==> config.mk <==
export PLATFORM = sky130hd
export DESIGN_NAME = f7_word_packer
export DESIGN_NICKNAME = d
export VERILOG_FILES = /design/src/rtl/f7_word_packer.sv
export SDC_FILE = /design/constraint.sdc
export NUM_CORES = 1
export LEC_CHECK = 0
export BUFFER_PORTS_ARGS = -buffer_cell sky130_fd_sc_hd__buf_2
export CORE_ASPECT_RATIO = 1.2
export CORE_MARGIN = 1
export CORE_UTILIZATION = 60
export CTS_CLUSTER_DIAMETER = 150
export DETAILED_ROUTE_END_ITERATION = 10
export MAX_ROUTING_LAYER = met4
export PLACE_DENSITY = 0.85
export SETUP_SLACK_MARGIN = 0.15
export SLEW_MARGIN = 25
export SYNTH_ARGS = -nofsm -noshare
export SYNTH_HDL_FRONTEND = slang
export SYNTH_SLANG_ARGS = --single-unit
==> constraint.sdc <==
create_clock -name clock -period 3.9 [get_ports clock]
set_clock_uncertainty 0.1 [all_clocks]
set_input_delay 0.39 -clock clock [delete_from_list [all_inputs] [get_ports clock]]
set_output_delay 0.39 -clock clock [all_outputs]
set_load 0.01 [all_outputs]
==> src/rtl/f7_word_packer.sv <==
// f7_word_packer: packs 7-bit float codes {exp[2:0],mant[3:0]} from a
// valid/ready stream into LANES-wide output words. Lane 0 holds the oldest
// code. A word is emitted when it fills, when a code carries in_last, or
// when flush is seen with lanes held.
//
// Handshake semantics (both ports): a transfer happens on a rising edge
// where valid & ready are both 1. The producer holds its payload stable
// while valid & ~ready. in_ready = ~out_valid | out_ready is a
// combinational path from out_ready, so a consumer taking the word frees
// the register for a new code in the same cycle.
module f7_word_packer #(
  parameter int LANES = 4,
  parameter int CNTW  = 16
) (
  input  logic                 clock,
  input  logic                 reset,
  input  logic                 in_valid,
  output logic                 in_ready,
  input  logic [6:0]           in_code,
  input  logic                 in_last,
  input  logic                 flush,
  output logic                 out_valid,
  input  logic                 out_ready,
  output logic [7*LANES-1:0]   out_data,
  output logic [2:0]           out_count,
  output logic                 out_last,
  output logic [CNTW-1:0]      words_sent,
  output logic [0:0]           dbg_state
);

  // FILL: accumulating, output register free or draining.
  // FULL_WAIT: output word held because the consumer is not ready.
  localparam logic [0:0] ST_FILL      = 1'b0;
  localparam logic [0:0] ST_FULL_WAIT = 1'b1;

  localparam logic [2:0] LANES_C = 3'(LANES);

  logic [7*LANES-1:0] acc;
  logic [7*LANES-1:0] acc_next;
  logic [2:0]         cnt;
  logic [2:0]         cnt_next;
  logic               flush_pend;
  logic               accept;
  logic               want_flush;
  logic               do_emit;

  assign in_ready   = ~out_valid | out_ready;
  assign accept     = in_valid & in_ready;
  assign want_flush = flush | flush_pend;

  // An emit needs the output register free; accepted codes imply that
  // already, a flush alone may have to wait (flush_pend).
  assign do_emit = in_ready &
                   ((accept & ((cnt_next == LANES_C) | in_last)) |
                    (want_flush & (cnt_next != 3'd0)));

  assign dbg_state = (out_valid & ~out_ready) ? ST_FULL_WAIT : ST_FILL;

  // Accumulator view including the code accepted this cycle.
  always_comb begin
    acc_next = acc;
    cnt_next = cnt;
    if (accept) begin
      for (int k = 0; k < LANES; k++) begin
        if (cnt == 3'(k)) acc_next[7*k +: 7] = in_code;
      end
      cnt_next = cnt + 3'd1;
    end
  end

  // Lane accumulator, lane count and sticky flush request.
  always_ff @(posedge clock or posedge reset) begin
    if (reset) begin
      acc        <= '0;
      cnt        <= 3'd0;
      flush_pend <= 1'b0;
    end else if (do_emit) begin
      acc        <= '0;
      cnt        <= 3'd0;
      flush_pend <= 1'b0;
    end else begin
      acc <= acc_next;
      cnt <= cnt_next;
      if (flush & (cnt_next != 3'd0)) flush_pend <= 1'b1;
    end
  end

  // Output word register and its valid flag; unfilled lanes are zero
  // because the accumulator is cleared after every emit.
  always_ff @(posedge clock or posedge reset) begin
    if (reset) begin
      out_valid <= 1'b0;
      out_data  <= '0;
      out_count <= 3'd0;
      out_last  <= 1'b0;
    end else if (do_emit) begin
      out_valid <= 1'b1;
      out_data  <= acc_next;
      out_count <= cnt_next;
      out_last  <= accept & in_last;
    end else if (out_ready) begin
      out_valid <= 1'b0;
    end
  end

  // Accepted-word statistics, wrapping at 2^CNTW.
  always_ff @(posedge clock or posedge reset) begin
    if (reset) begin
      words_sent <= '0;
    end else if (out_valid & out_ready) begin
      words_sent <= words_sent + CNTW'(1);
    end
  end

endmodule

==> results.sh <==
export IMPL_layout_drive_gt1_share=0.330
export IMPL_start_kind="register"
export IMPL_first_global_vias=2237
export IMPL_io_pins=64
export IMPL_finalSetupViolCount=0
export IMPL_syn_nets=295
export IMPL_grt_setup_unrepaired="false"
export IMPL_gpl_final_weighted_congestion=0.858
export IMPL_fin_crit_ns=2.83
export IMPL_synth_avg_cell_area_sq_um=13.0
export IMPL_outcome="complete, no violations"
export IMPL_synth_distinct_cells=35
export IMPL_grt_met3_usage=0.0453
export IMPL_cts_root_buffer_cell="sky130_fd_sc_hd__clkbuf_8"
export IMPL_grt_antenna_before_repair=0
export IMPL_postCtsSetupRepairBufs=0
export IMPL_cts_repair_resized=0
export IMPL_cts_reportedPaths_clkPinSlew_ns=0.08
export IMPL_groute_layer_met2_usage=0.359
export IMPL_clock_tree_htree_level_count=3
export IMPL_row_count=30
export IMPL_num_nets_final=362
export IMPL_die_area_sq_um=6280
export IMPL_synth_cells=276
export IMPL_floorplan_die_height_microns=86.6
export IMPL_avgViaCountPerCell=5.35
export IMPL_p_leak_nw=2.25
export IMPL_power_density_over_cell_area_nw_per_um2=703
export IMPL_syn_cell_area_sq_um=3580
export IMPL_hold_worst_slack_ns=0.0451
export IMPL_detailedRoute_firstIterationViolations=139
export IMPL_synth_ff_type="sky130_fd_sc_hd__dfrtp_1"
export IMPL_globalRouteOverflowTotal=0
export IMPL_max_cap_violations=0
export IMPL_synth_seq_area_share=0.566
export IMPL_grt_use_met1=0.333
export IMPL_end_kind="register"
export IMPL_clockBufferDepth=2
export IMPL_fmaxAchievable_mhz=353
export IMPL_synth_largest_area_cell="sky130_fd_sc_hd__dfrtp_1"
export IMPL_drc_errors=0
export IMPL_post_synth_top_area_fraction=0.566
export IMPL_synth_area_top_cells="sky130_fd_sc_hd__dfrtp_1, sky130_fd_sc_hd__mux2i_1, sky130_fd_sc_hd__mux2_4, sky130_fd_sc_hd__mux2_2, sky130_fd_sc_hd__xnor2_1"
export IMPL_max_vdd_ir_drop_mv=0.405
export IMPL_dieWidth_microns=72.5
export IMPL_placedInstanceArea_sq_um=3930
export IMPL_start_util=0.628
export IMPL_gr_max_usage_layer="met2"
export IMPL_numCtsBuffers=9
export IMPL_drt_first_pass_iters=4
export IMPL_slew_headroom=0.433
export IMPL_detailedPlacementHpwl_mm=4.44
export IMPL_clock_tree_from_tritoncts="done"
export IMPL_hold_viol=0
export IMPL_post_cts_hold_buffer_count=0
export IMPL_design_area_sq_um=4140
export IMPL_routed_wire_length_per_instance_microns=15.7
export IMPL_drtAntennaViolNets=0
export IMPL_antenna_diode_count=0
export IMPL_number_of_flops_mapped_to_enable_cells_by_yosys=0
export IMPL_post_route_period_util=0.727
export IMPL_coreArea_sq_um=5710
export IMPL_timing_critical_path_required_ns=4.06
export IMPL_finish_utilization=0.726
export IMPL_grt_start_max_net_pins=56
export IMPL_dr_total_vias=2288
export IMPL_grt_util_all_layers=0.245
export IMPL_slew_violations=0
export IMPL_postRouteWirelength_mm=6.70
export IMPL_tightestPinTransition_ns=0.849
export IMPL_worst_endpoint_arrival_ns=2.99
export IMPL_synth_ff_latch_count=81
export IMPL_grt_first_pass_wirelength_mm=11.2
export IMPL_ys_warn_count=0
export IMPL_share_of_flip_flops_with_an_asynchronous_set_or_reset=1.00
export IMPL_crit_type="reg2reg"
export IMPL_clk_insertion_delay_late_ns=0.35
export IMPL_timing_setup_tns_ns=0
export IMPL_holdCritPathClass="in2async"
export IMPL_cts_sinks=81
export IMPL_syn2layout_area_growth_pct=15.6
export IMPL_port_buffers=63
export IMPL_critical_path_max_fanout=28
-- worst max-delay path: stages (launching register included) --
cell,delay [ns]
sky130_fd_sc_hd__dfrtp_1,0.45
sky130_fd_sc_hd__ha_1,0.23
sky130_fd_sc_hd__ha_1,0.31
sky130_fd_sc_hd__and4bb_1,0.21
sky130_fd_sc_hd__o22ai_2,0.18
sky130_fd_sc_hd__o311a_2,0.69
sky130_fd_sc_hd__buf_12,0.28
sky130_fd_sc_hd__mux2i_1,0.26
-- report_power, final --
| group | total, W | leakage [nW] | internal, W | switching, W |
|---|---|---|---|---|
| Combinational | 0.00105 | 1.05 | 0.000510 | 0.000537 |
| Sequential | 0.00124 | 1.09 | 0.00109 | 0.000149 |
| Clock | 0.000621 | 0.109 | 0.000328 | 0.000292 |
| Total | 0.00291 | 2.25 | 0.00193 | 0.000978 |
-- per-stage QoR --
| stage | setup slack (ns) | power [W] | cells |
|---|---|---|---|
| 6_report | 1.07 | 0.00291 | 428 |
| 5_1_grt | 0.930 | 0.00309 | 428 |
| 4_1_cts | 1.05 | 0.00293 | 428 |
| 3_5_place_dp | 1.12 | 0.00229 | 412 |
| 3_3_place_gp | 1.24 | 0.00225 | 412 |
| 2_1_floorplan | 1.33 | 0.00202 | 276 |
-- layer usage --
| metal | share of wire | vias to the layer above |
|---|---|---|
| met3 | 0.043 | 13 |
| met1 | 0.45 | 1155 |
| met2 | 0.48 | 65 |
| met4 | 0.024 | 0 |
| li1 | - | 1055 |
| met5 | 0 | - |
-- worst paths after layout --
check                               start              to  slack (ns)  depth (start not counted)
max in group asynchronous           reset    out_data[24]        2.83                          3
min                                 reset    out_data[15]        0.05                          2
min reg2reg                words_sent[15]  words_sent[15]        0.37                          1
max reg2reg                        cnt[0]    out_data[20]        1.07                          7
max                                cnt[0]    out_data[20]        1.07                          7
min in group clock                  flush      flush_pend        0.24                          3
-- flip-flops by register name, indices dropped and copies added, names as in the netlist --
signal,count
out_valid,1
cnt,3
words_sent,16
flush_pend,1
out_data,28
out_last,1
out_count,3
acc,28
-- kinds of logic after synthesis --
kind of cell,after synthesis,synth area share
buffers and inverters,33,0.0513
XOR/XNOR,16,0.0391
adder cells (fa/ha/maj),6,0.0210
AND/OR/NAND/NOR,69,0.105
flip-flops,81,0.566
AO/OA/AOI/OAI,10,0.0231
multiplexers,61,0.195
-- Yosys cell counts (all sizes together) (2+ instances only) --
| library cell | number |
|---|---|
| dfrtp | 81 |
| nor3 | 4 |
| nand4 | 4 |
| xnor2 | 13 |
| nor2 | 19 |
| and3 | 2 |
| and4 | 2 |
| nand3 | 12 |
| mux2 | 27 |
| inv | 24 |
| buf | 8 |
| o21ai | 4 |
| nand2 | 6 |
| mux2i | 34 |
| ha | 6 |
| and2 | 15 |
| xor2 | 3 |
-- placed cells by master (no fill, tap or decap), types with 2 or more instances in the layout --
cell type	synthesis	layout
sky130_fd_sc_hd__clkinv_2	0	3
sky130_fd_sc_hd__buf_2	1	63
sky130_fd_sc_hd__clkbuf_8	0	11
sky130_fd_sc_hd__xor2_1	3	3
sky130_fd_sc_hd__and4_1	2	2
sky130_fd_sc_hd__and3_1	2	2
sky130_fd_sc_hd__xnor2_1	13	13
sky130_fd_sc_hd__nand4_1	4	4
sky130_fd_sc_hd__nor3_1	3	3
sky130_fd_sc_hd__mux2_2	13	13
sky130_fd_sc_hd__o21ai_0	4	4
sky130_fd_sc_hd__nor2_1	19	19
sky130_fd_sc_hd__and2_1	15	15
sky130_fd_sc_hd__dfrtp_1	81	81
sky130_fd_sc_hd__nand3_1	10	10
sky130_fd_sc_hd__nand3_2	2	2
sky130_fd_sc_hd__ha_1	6	6
sky130_fd_sc_hd__nand2_1	6	6
sky130_fd_sc_hd__inv_1	24	23
sky130_fd_sc_hd__mux2i_1	34	34
sky130_fd_sc_hd__mux2_4	14	14
-- cell type report --
type	count	area, sq um
fill	412	1570
sequential	81	2030
clock inverter	5	53.8
clock buffer	11	151
tap	80	100
multi-input combinational	162	1370
timing repair buffer	65	343
inverter	24	92.6
Power figures use the tool's default switching activity.
